--- src/rtl/alu_mul_sequencer_if.sv ---
// Handshake and ALU-borrowing bus between the pipeline and the shift-add MUL sequencer.
// The slave side is the sequencer; the master side is the pipeline plus the shared ALU.
interface alu_mul_sequencer_if #(
   parameter int WIDTH = 64
);
   logic             start;
   logic [WIDTH-1:0] op_a;
   logic [WIDTH-1:0] op_b;
   logic             busy;
   logic             done;
   logic [WIDTH-1:0] product;
   logic             stall;
   logic [WIDTH-1:0] alu_A;
   logic [WIDTH-1:0] alu_B;
   logic [2:0]       alu_cntrl;
   logic [WIDTH-1:0] alu_result;

   modport slave (
      input  start, op_a, op_b, alu_result,
      output busy, done, product, stall, alu_A, alu_B, alu_cntrl
   );

   modport master (
      output start, op_a, op_b, alu_result,
      input  busy, done, product, stall, alu_A, alu_B, alu_cntrl
   );
endinterface

--- src/rtl/alu_mul_sequencer.sv ---
// Shift-add multiplier that borrows the shared ALU adder, one partial product per cycle.
// state | meaning
// IDLE  | ALU released; waiting for start
// RUN   | one add-and-shift per cycle on the shared ALU, pipeline stalled
// DONE  | product valid, one-cycle done pulse
module alu_mul_sequencer #(
   parameter int WIDTH = 64,
   parameter int CNT_W = 7
) (
   input  logic               clk,
   input  logic               reset,
   alu_mul_sequencer_if.slave bus
);
   typedef enum logic [1:0] {IDLE, RUN, DONE} state_t;

   localparam logic [2:0] ALU_ADD  = 3'b010;
   localparam logic [2:0] ALU_IDLE = 3'b000;

   state_t           state, state_nxt;
   logic [WIDTH-1:0] acc, m, q, product;
   logic [CNT_W-1:0] count;
   logic             last;

   // Stop early once no multiplier bits remain, or after the final bit position.
   assign last = ((q >> 1) == '0) || (count == CNT_W'(WIDTH - 1));

   always_ff @(posedge clk or posedge reset) begin
      if (reset) begin
         state   <= IDLE;
         acc     <= '0;
         m       <= '0;
         q       <= '0;
         count   <= '0;
         product <= '0;
      end else begin
         state <= state_nxt;
         case (state)
            IDLE: begin
               if (bus.start) begin
                  m     <= bus.op_a;
                  q     <= bus.op_b;
                  acc   <= '0;
                  count <= '0;
               end
            end
            RUN: begin
               acc   <= bus.alu_result;
               m     <= m << 1;
               q     <= q >> 1;
               count <= count + CNT_W'(1);
               if (last) product <= bus.alu_result;
            end
            default: ;
         endcase
      end
   end

   always_comb begin
      state_nxt     = state;
      bus.alu_A     = '0;
      bus.alu_B     = '0;
      bus.alu_cntrl = ALU_IDLE;
      case (state)
         IDLE: if (bus.start) state_nxt = RUN;
         RUN: begin
            bus.alu_A     = acc;
            bus.alu_B     = q[0] ? m : '0;
            bus.alu_cntrl = ALU_ADD;
            if (last) state_nxt = DONE;
         end
         DONE:    state_nxt = IDLE;
         default: state_nxt = IDLE;
      endcase
   end

   assign bus.busy    = (state == RUN);
   assign bus.done    = (state == DONE);
   assign bus.product = product;
   // Freeze the issuing instruction from its start cycle through the done cycle.
   assign bus.stall   = (state == RUN) || ((state == IDLE) && bus.start) || (state == DONE);
endmodule

--- src/flat_wrapper.sv ---
// flat-port wrapper written by rule: the top's interface ports become plain ports
module alu_mul_sequencer_flat 
#(
   parameter int WIDTH = 64,
   parameter int CNT_W = 7
)
  (clk, reset, bus_start, bus_op_a, bus_op_b, bus_alu_result, bus_busy, bus_done, bus_product, bus_stall, bus_alu_A, bus_alu_B, bus_alu_cntrl);
  alu_mul_sequencer_if #(.WIDTH(WIDTH)) bus_i ();
  input  logic clk;
  input  logic reset;
  input wire logic [$bits(bus_i.start)-1:0] bus_start;
  input wire logic [$bits(bus_i.op_a)-1:0] bus_op_a;
  input wire logic [$bits(bus_i.op_b)-1:0] bus_op_b;
  input wire logic [$bits(bus_i.alu_result)-1:0] bus_alu_result;
  output wire logic [$bits(bus_i.busy)-1:0] bus_busy;
  output wire logic [$bits(bus_i.done)-1:0] bus_done;
  output wire logic [$bits(bus_i.product)-1:0] bus_product;
  output wire logic [$bits(bus_i.stall)-1:0] bus_stall;
  output wire logic [$bits(bus_i.alu_A)-1:0] bus_alu_A;
  output wire logic [$bits(bus_i.alu_B)-1:0] bus_alu_B;
  output wire logic [$bits(bus_i.alu_cntrl)-1:0] bus_alu_cntrl;
  assign bus_i.start = bus_start;
  assign bus_i.op_a = bus_op_a;
  assign bus_i.op_b = bus_op_b;
  assign bus_i.alu_result = bus_alu_result;
  assign bus_busy = bus_i.busy;
  assign bus_done = bus_i.done;
  assign bus_product = bus_i.product;
  assign bus_stall = bus_i.stall;
  assign bus_alu_A = bus_i.alu_A;
  assign bus_alu_B = bus_i.alu_B;
  assign bus_alu_cntrl = bus_i.alu_cntrl;
  alu_mul_sequencer #(.WIDTH(WIDTH), .CNT_W(CNT_W)) u_core (.clk(clk), .reset(reset), .bus(bus_i));
endmodule
--- config.mk ---
export PLATFORM = sky130hd
export DESIGN_NAME = alu_mul_sequencer_flat
export DESIGN_NICKNAME = d
export VERILOG_FILES = /design/src/rtl/alu_mul_sequencer_if.sv /design/src/rtl/alu_mul_sequencer.sv /design/src/flat_wrapper.sv
export SDC_FILE = /design/constraint.sdc
export NUM_CORES = 1
export LEC_CHECK = 0
export BUFFER_PORTS_ARGS = -buffer_cell sky130_fd_sc_hd__buf_4
export CORE_MARGIN = 4
export CORE_UTILIZATION = 45
export DETAILED_ROUTE_END_ITERATION = 10
export PLACE_DENSITY_LB_ADDON = 0.12
export SKIP_CTS_REPAIR_TIMING = 1
export SLEW_MARGIN = 20
export SYNTH_ARGS = -nofsm -noshare
export SYNTH_HDL_FRONTEND = slang
export SYNTH_SLANG_ARGS = --single-unit
--- constraint.sdc ---
create_clock -name clk -period 13.9 [get_ports clk]
set_clock_uncertainty 0.05 [all_clocks]
set_input_delay 2.78 -clock clk [delete_from_list [all_inputs] [get_ports clk]]
set_output_delay 2.78 -clock clk [all_outputs]
set_load 0.01 [all_outputs]
; ---- Yosys cells after proc, flatten, opt, wreduce, memory -nomap -nowiden
; Cells that the tools add are included.
[totals]
ff_bits = 265
latch_bits = 0
ramBits = 0
mem_bits_ro = 0
out_inout_bits = 198
word_cells = 37
mem_count = 0
[classes]
addsub = 1
mul = 0
div_mod_pow = 0
order_cmp = 0
eq_ne = 5
shift = 0
muxes = 15
bitwise_logic = 0
reduce_logical = 10
[ops]
columns = op, count
row1 = 2-to-1 mux 64 bit, 6
row2 = one-hot mux 64 bit (2 select lines), 3
row3 = zero test 64 bit, 1
row4 = one-hot mux 7 bit (2 select lines), 1
row5 = adder 7 x 1 -> 7 bit (second input constant), 1
row6 = equality test 7 x 6 -> 1 bit (second input constant), 1
row7 = 2-to-1 mux 7 bit, 1
row8 = 2-to-1 mux 2 bit, 3
row9 = AND reduction 2 bit, 3
row10 = one-hot mux 2 bit (2 select lines), 1
row11 = logical OR 1 bit, 3
row12 = equality test 2 x 1 -> 1 bit (second input constant), 1
row13 = equality test 2 bit (second input constant), 1
row14 = zero test 2 bit, 1
row15 = != test 2 x 1 -> 1 bit (second input constant), 1
row16 = != test 2 bit (second input constant), 1
row17 = nonzero test 2 bit, 1
row18 = logical AND 1 bit, 1

; ---- Logic depth before layout (Yosys ltp)
[depth]
depth_word = 4
mapped_depth = 8

; ---- Worst setup path after synthesis
; No wires, ideal clock.
[synth_path]
path_type = input to output
start = input port bus_start
end = output port bus_stall
arrival_time_ps = 3718
required_ps = 11070
path_slack_ps = 7352
cell_stages = 5
path_buffers = 3
path_cell_list = o21ai_0 -> buf_2 -> clkbuf_1 -> buf_2 -> o21ai_0
[synth_between]
elab_chain_cells = 3
[synth_lines]
columns = item, line
row1 = start: declaration, flat_wrapper.sv:11  ; input wire logic [$bits(bus_i.start)-1:0] bus_start;
row2 = logical AND 1 bit, alu_mul_sequencer.sv:80  ; assign bus.stall = (state == RUN) || ((state == IDLE) && bus.start) || (state == DONE);
row3 = logical OR 1 bit (2 in series), alu_mul_sequencer.sv:80
row4 = end: declaration, flat_wrapper.sv:18  ; output wire logic [$bits(bus_i.stall)-1:0] bus_stall;
; No other way between the ends.

; ---- Worst setup path in the final report
[layout_path]
start = register u_core.state[1]
end = output port bus_alu_A[19]
[layout_between]
elab_chain_cells = 2
[layout_lines]
columns = item, line
row1 = start: declaration, alu_mul_sequencer.sv:19  ; state_t state, state_nxt;
row2 = start signal: assignment, alu_mul_sequencer.sv:36  ; state <= state_nxt;
row3 = equality test 2 x 1 -> 1 bit, alu_mul_sequencer.sv:63  ; case (state)
row4 = 2-to-1 mux 64 bit, alu_mul_sequencer.sv:63
row5 = end: declaration, flat_wrapper.sv:19  ; output wire logic [$bits(bus_i.alu_A)-1:0] bus_alu_A;
; No other way between the ends.

==> impl_metrics.prom <==
# TYPE chip_impl_metric gauge
chip_impl_metric{name="cp.buffers_inverters",unit=""} 7
chip_impl_metric{name="number_of_max_cap_violations",unit=""} 0
chip_impl_metric{name="postSynthAreaPerCell",unit="um^2"} 9.543
chip_impl_metric{name="timing.final.setup_violations",unit=""} 0
chip_impl_metric{name="number_of_antenna_violations_at_the_first_check_in_global_routing",unit=""} 0
chip_impl_info{name="final_cell_mix",value="405 x sky130_fd_sc_hd__buf_4, 263 x sky130_fd_sc_hd__dfrtp_1, 158 x sky130_fd_sc_hd__a21oi_1"} 1
chip_impl_metric{name="grt_start_max_net_pins",unit=""} 178
chip_impl_metric{name="drt-pass1-iter-count",unit=""} 5
chip_impl_info{name="crit_path_cell_trace",value="buf_4 > inv_1 > nand2_2 > buf_4 > inv_8 > buf_4 > buf_4 > and2_1 > buf_4"} 1
chip_impl_metric{name="drive_above_1_share",unit="%"} 30.29
chip_impl_metric{name="cp.required",unit="ps"} 11070
chip_impl_info{name="layout_commonest_cell",value="sky130_fd_sc_hd__buf_4"} 1
chip_impl_metric{name="gp_congestion",unit=""} 0.8208
chip_impl_info{name="rsz0062_at_grt",value="no"} 1
chip_impl_metric{name="final-hold-violation-count",unit=""} 0
chip_impl_metric{name="worstPathArrival",unit="ps"} 4580
chip_impl_metric{name="post-route-period-util",unit="%"} 53.31
chip_impl_info{name="endpoint_kind",value="output port"} 1
chip_impl_metric{name="tritoncts.num_buffers",unit=""} 30
chip_impl_info{name="cell_repeated_most_along_the_worst_path",value="sky130_fd_sc_hd__buf_4"} 1
chip_impl_metric{name="detailedPlacementHpwl",unit="um"} 26980
chip_impl_metric{name="finish.utilization",unit="%"} 58.21
chip_impl_info{name="timing.critical_path.max_delay_family",value="buffers and inverters"} 1
chip_impl_metric{name="nNetsFinal",unit=""} 1958
chip_impl_metric{name="grt-ovfl-total",unit=""} 0
chip_impl_metric{name="fp.dieW",unit="um"} 185.5
chip_impl_metric{name="area_of_the_multi_input_gates",unit="um^2"} 6666
chip_impl_metric{name="ant_nets",unit=""} 0
chip_impl_info{name="holdCritPathClass",value="flop to flop"} 1
chip_impl_metric{name="syn_area",unit="um^2"} 14170
chip_impl_metric{name="static-leakage-power",unit="nW"} 8.727
chip_impl_metric{name="detailroute.wirelength.met3",unit="um"} 2838
chip_impl_info{name="top_layer",value="met4"} 1
chip_impl_metric{name="seq_area",unit="um^2"} 6636
chip_impl_info{name="cts-root-buf",value="sky130_fd_sc_hd__clkbuf_16"} 1
chip_impl_info{name="worst_setup_path_start_kind",value="flop"} 1
chip_impl_metric{name="power.density_cell_area",unit="nW/um^2"} 178.7
chip_impl_metric{name="worst_path_largest_cell_delay",unit="ps"} 660
chip_impl_metric{name="drt_first_iter_violations",unit=""} 1169
chip_impl_metric{name="ctsHtreeMaxLevel",unit=""} 1
chip_impl_metric{name="number_of_rows_created_at_floorplan",unit=""} 64
chip_impl_info{name="run_status",value="finished, final reports clean"} 1
chip_impl_metric{name="initial_core_util",unit="%"} 45.97
chip_impl_metric{name="clk_pin_slew_worst_paths",unit="ps"} 60
chip_impl_metric{name="netlist-cell-type-count",unit=""} 36
chip_impl_metric{name="detail_route.wirelength",unit="um"} 42670
chip_impl_metric{name="die_h",unit="um"} 185.5
chip_impl_metric{name="postSynthCellCount",unit=""} 1485
chip_impl_metric{name="detail_route.wirelength.met1",unit="um"} 18810
chip_impl_metric{name="clock-sinks",unit=""} 265
chip_impl_info{name="cpMaxStageDelayCell",value="sky130_fd_sc_hd__buf_4"} 1
chip_impl_metric{name="critical_path_peak_fanout",unit=""} 177
chip_impl_metric{name="n_fill_cell",unit=""} 2747
chip_impl_metric{name="finalCriticalPeriod",unit="ps"} 7410
chip_impl_metric{name="yosys_register_bits",unit=""} 265
chip_impl_metric{name="placement.io_buffers",unit=""} 390
chip_impl_metric{name="synth_sequential_area_ratio",unit="%"} 46.79
chip_impl_metric{name="dieArea",unit="um^2"} 34390
chip_impl_metric{name="yosysWarningCount",unit=""} 0
chip_impl_metric{name="totalNegativeSetupSlack",unit="ps"} 0
chip_impl_info{name="worstSetupPathType",value="flop to output port"} 1
chip_impl_metric{name="finalMaxSlewViolations",unit=""} 0
chip_impl_metric{name="met2_layer_wire_length_in_the_routed_design",unit="um"} 19700
chip_impl_metric{name="fp.coreArea",unit="um^2"} 30830
chip_impl_metric{name="area_growth_from_synthesis_to_final_layout",unit="%"} 26.65
chip_impl_metric{name="routedWlPerCell",unit="um"} 19.55
chip_impl_metric{name="max_frequency",unit="GHz"} 0.1350
chip_impl_metric{name="ir_drop_worst_vdd",unit="mV"} 0.1169
chip_impl_metric{name="num_vias",unit=""} 12650
chip_impl_metric{name="number_of_global_route_vias_before_repair",unit=""} 11940
chip_impl_metric{name="grt_use_total",unit="%"} 23.30
chip_impl_metric{name="insertion_delay",unit="ps"} 540
chip_impl_metric{name="antenna_cells",unit=""} 0
chip_impl_metric{name="boundaryPins",unit=""} 393
chip_impl_info{name="clock_tree_from_tritoncts",value="done"} 1
chip_impl_metric{name="via_per_inst",unit=""} 5.796
chip_impl_metric{name="wire_length_of_the_first_global_routing_pass",unit="um"} 66070
chip_impl_metric{name="timing_worst_slew_pin_value",unit="ps"} 1109
chip_impl_metric{name="drcViolationCount",unit=""} 0
chip_impl_metric{name="cts.path.max_buffers",unit=""} 3
chip_impl_metric{name="slew_headroom",unit="%"} 26.09
==> registers in the layout (all words and copies together), names as in the netlist <==
register and flops:
u_core.acc 64, u_core.bus.product 64, u_core.count 7, u_core.m 64, u_core.q 64, u_core.state 2
==> synthesized netlist by cell type <==
library cell	count	area, um^2
sky130_fd_sc_hd__and3_1	124	775.7
sky130_fd_sc_hd__or3_1	3	18.77
sky130_fd_sc_hd__inv_1	3	11.26
sky130_fd_sc_hd__buf_1	4	15.01
sky130_fd_sc_hd__a31oi_1	1	6.260
sky130_fd_sc_hd__nor4_1	13	81.33
sky130_fd_sc_hd__ha_1	1	12.51
sky130_fd_sc_hd__a22o_1	65	569.3
sky130_fd_sc_hd__o21ai_0	105	525.5
sky130_fd_sc_hd__and3_2	5	37.54
sky130_fd_sc_hd__buf_4	5	37.54
sky130_fd_sc_hd__nor3_1	3	15.01
sky130_fd_sc_hd__nor2_2	1	6.260
sky130_fd_sc_hd__nor4_2	2	25.02
sky130_fd_sc_hd__dfrtp_1	265	6631
sky130_fd_sc_hd__buf_12	6	120.1
sky130_fd_sc_hd__nand2_1	144	540.5
sky130_fd_sc_hd__nor2b_1	31	193.9
sky130_fd_sc_hd__o211ai_1	5	37.54
sky130_fd_sc_hd__and3b_1	63	551.8
sky130_fd_sc_hd__o211ai_2	60	750.7
sky130_fd_sc_hd__a31o_2	1	8.760
sky130_fd_sc_hd__nor3_2	1	10.01
sky130_fd_sc_hd__buf_6	7	78.83
sky130_fd_sc_hd__buf_2	39	195.2
sky130_fd_sc_hd__mux2i_1	1	10.01
sky130_fd_sc_hd__a21oi_1	158	790.8
sky130_fd_sc_hd__nand3_1	65	325.3
sky130_fd_sc_hd__and2_1	64	400.4
sky130_fd_sc_hd__nor2_1	5	18.77
sky130_fd_sc_hd__clkbuf_8	8	110.1
sky130_fd_sc_hd__nand4_1	68	425.4
sky130_fd_sc_hd__conb_1	1	3.750
sky130_fd_sc_hd__a22oi_1	62	465.5
sky130_fd_sc_hd__o41ai_1	1	8.760
sky130_fd_sc_hd__clkbuf_1	95	356.6
==> report_power, final <==
| group | total (mW) | switching [mW] | internal (mW) |
|---|---|---|---|
| clock network | 0.802 | 0.317 | 0.485 |
| logic | 1.19 | 0.631 | 0.556 |
| registers | 1.22 | 0.211 | 1.01 |
==> per-layer routing <==
metal,vias to the layer above,GRT usage (%)
li1,6010,-
met1,6128,33.86
met2,435,36.63
met3,73,3.166
met4,0,6.870
met5,-,0
==> worst paths after layout <==
| check | start | end | slack (ps) | cells after the start |
|---|---|---|---|---|
| max in group asynchronous | reset | u_core.acc[46]$_DFFE_PP0P_ | 10130 | 3 |
| min in group asynchronous | reset | u_core.m[45]$_DFFE_PP0P_ | 2320 | 2 |
| hold reg to reg | u_core.count[5]$_DFFE_PP0P_ | u_core.count[5]$_DFFE_PP0P_ | 440 | 1 |
| setup / recovery | u_core.state[1]$_DFFE_PP0P_ | bus_alu_A[19] | 6490 | 9 |
| hold / removal | u_core.count[5]$_DFFE_PP0P_ | u_core.count[5]$_DFFE_PP0P_ | 440 | 1 |
| setup reg to reg | u_core.state[1]$_DFFE_PP0P_ | u_core.bus.product[18]$_DFFE_PP0P_ | 9580 | 10 |
==> stage by stage <==
step                total power [mW]  hold slack, ps  instance area [um^2]  worst slack [ps]  cells
floorplan                      1.941           408.5                 14170              3773   1486
global placement               2.390           428.9                 16880              6740   2124
detailed placement             2.417           432.5                 16880              6700   2124
CTS                            3.226           444.5                 17900              6099   2180
global route                   3.422           457.6                 17950              6169   2182
finish                         3.208           444.5                 17950              6490   2182
==> final cells by class <==
type	instances	area share [%]
Timing Repair Buffer	408	17.32
Multi-Input combinational cell	1054	37.14
Sequential cell	265	36.98
Tap cell	396	2.761
Inverter	3	0.1464
Clock inverter	12	0.6135
Clock buffer	44	5.040
==> cells by family after synthesis <==
| group | Yosys count | share of synthesized area [%] |
|---|---|---|
| other | 1 | 0.02646 |
| flip-flops | 265 | 46.79 |
| AO/OA/AOI/OAI | 458 | 22.32 |
| buffers and inverters | 167 | 6.525 |
| multiplexers | 1 | 0.07064 |
| adder cells (fa/ha/maj) | 1 | 0.08828 |
| AND/OR/NAND/NOR | 592 | 24.17 |
(Power assumes the default switching activity.)
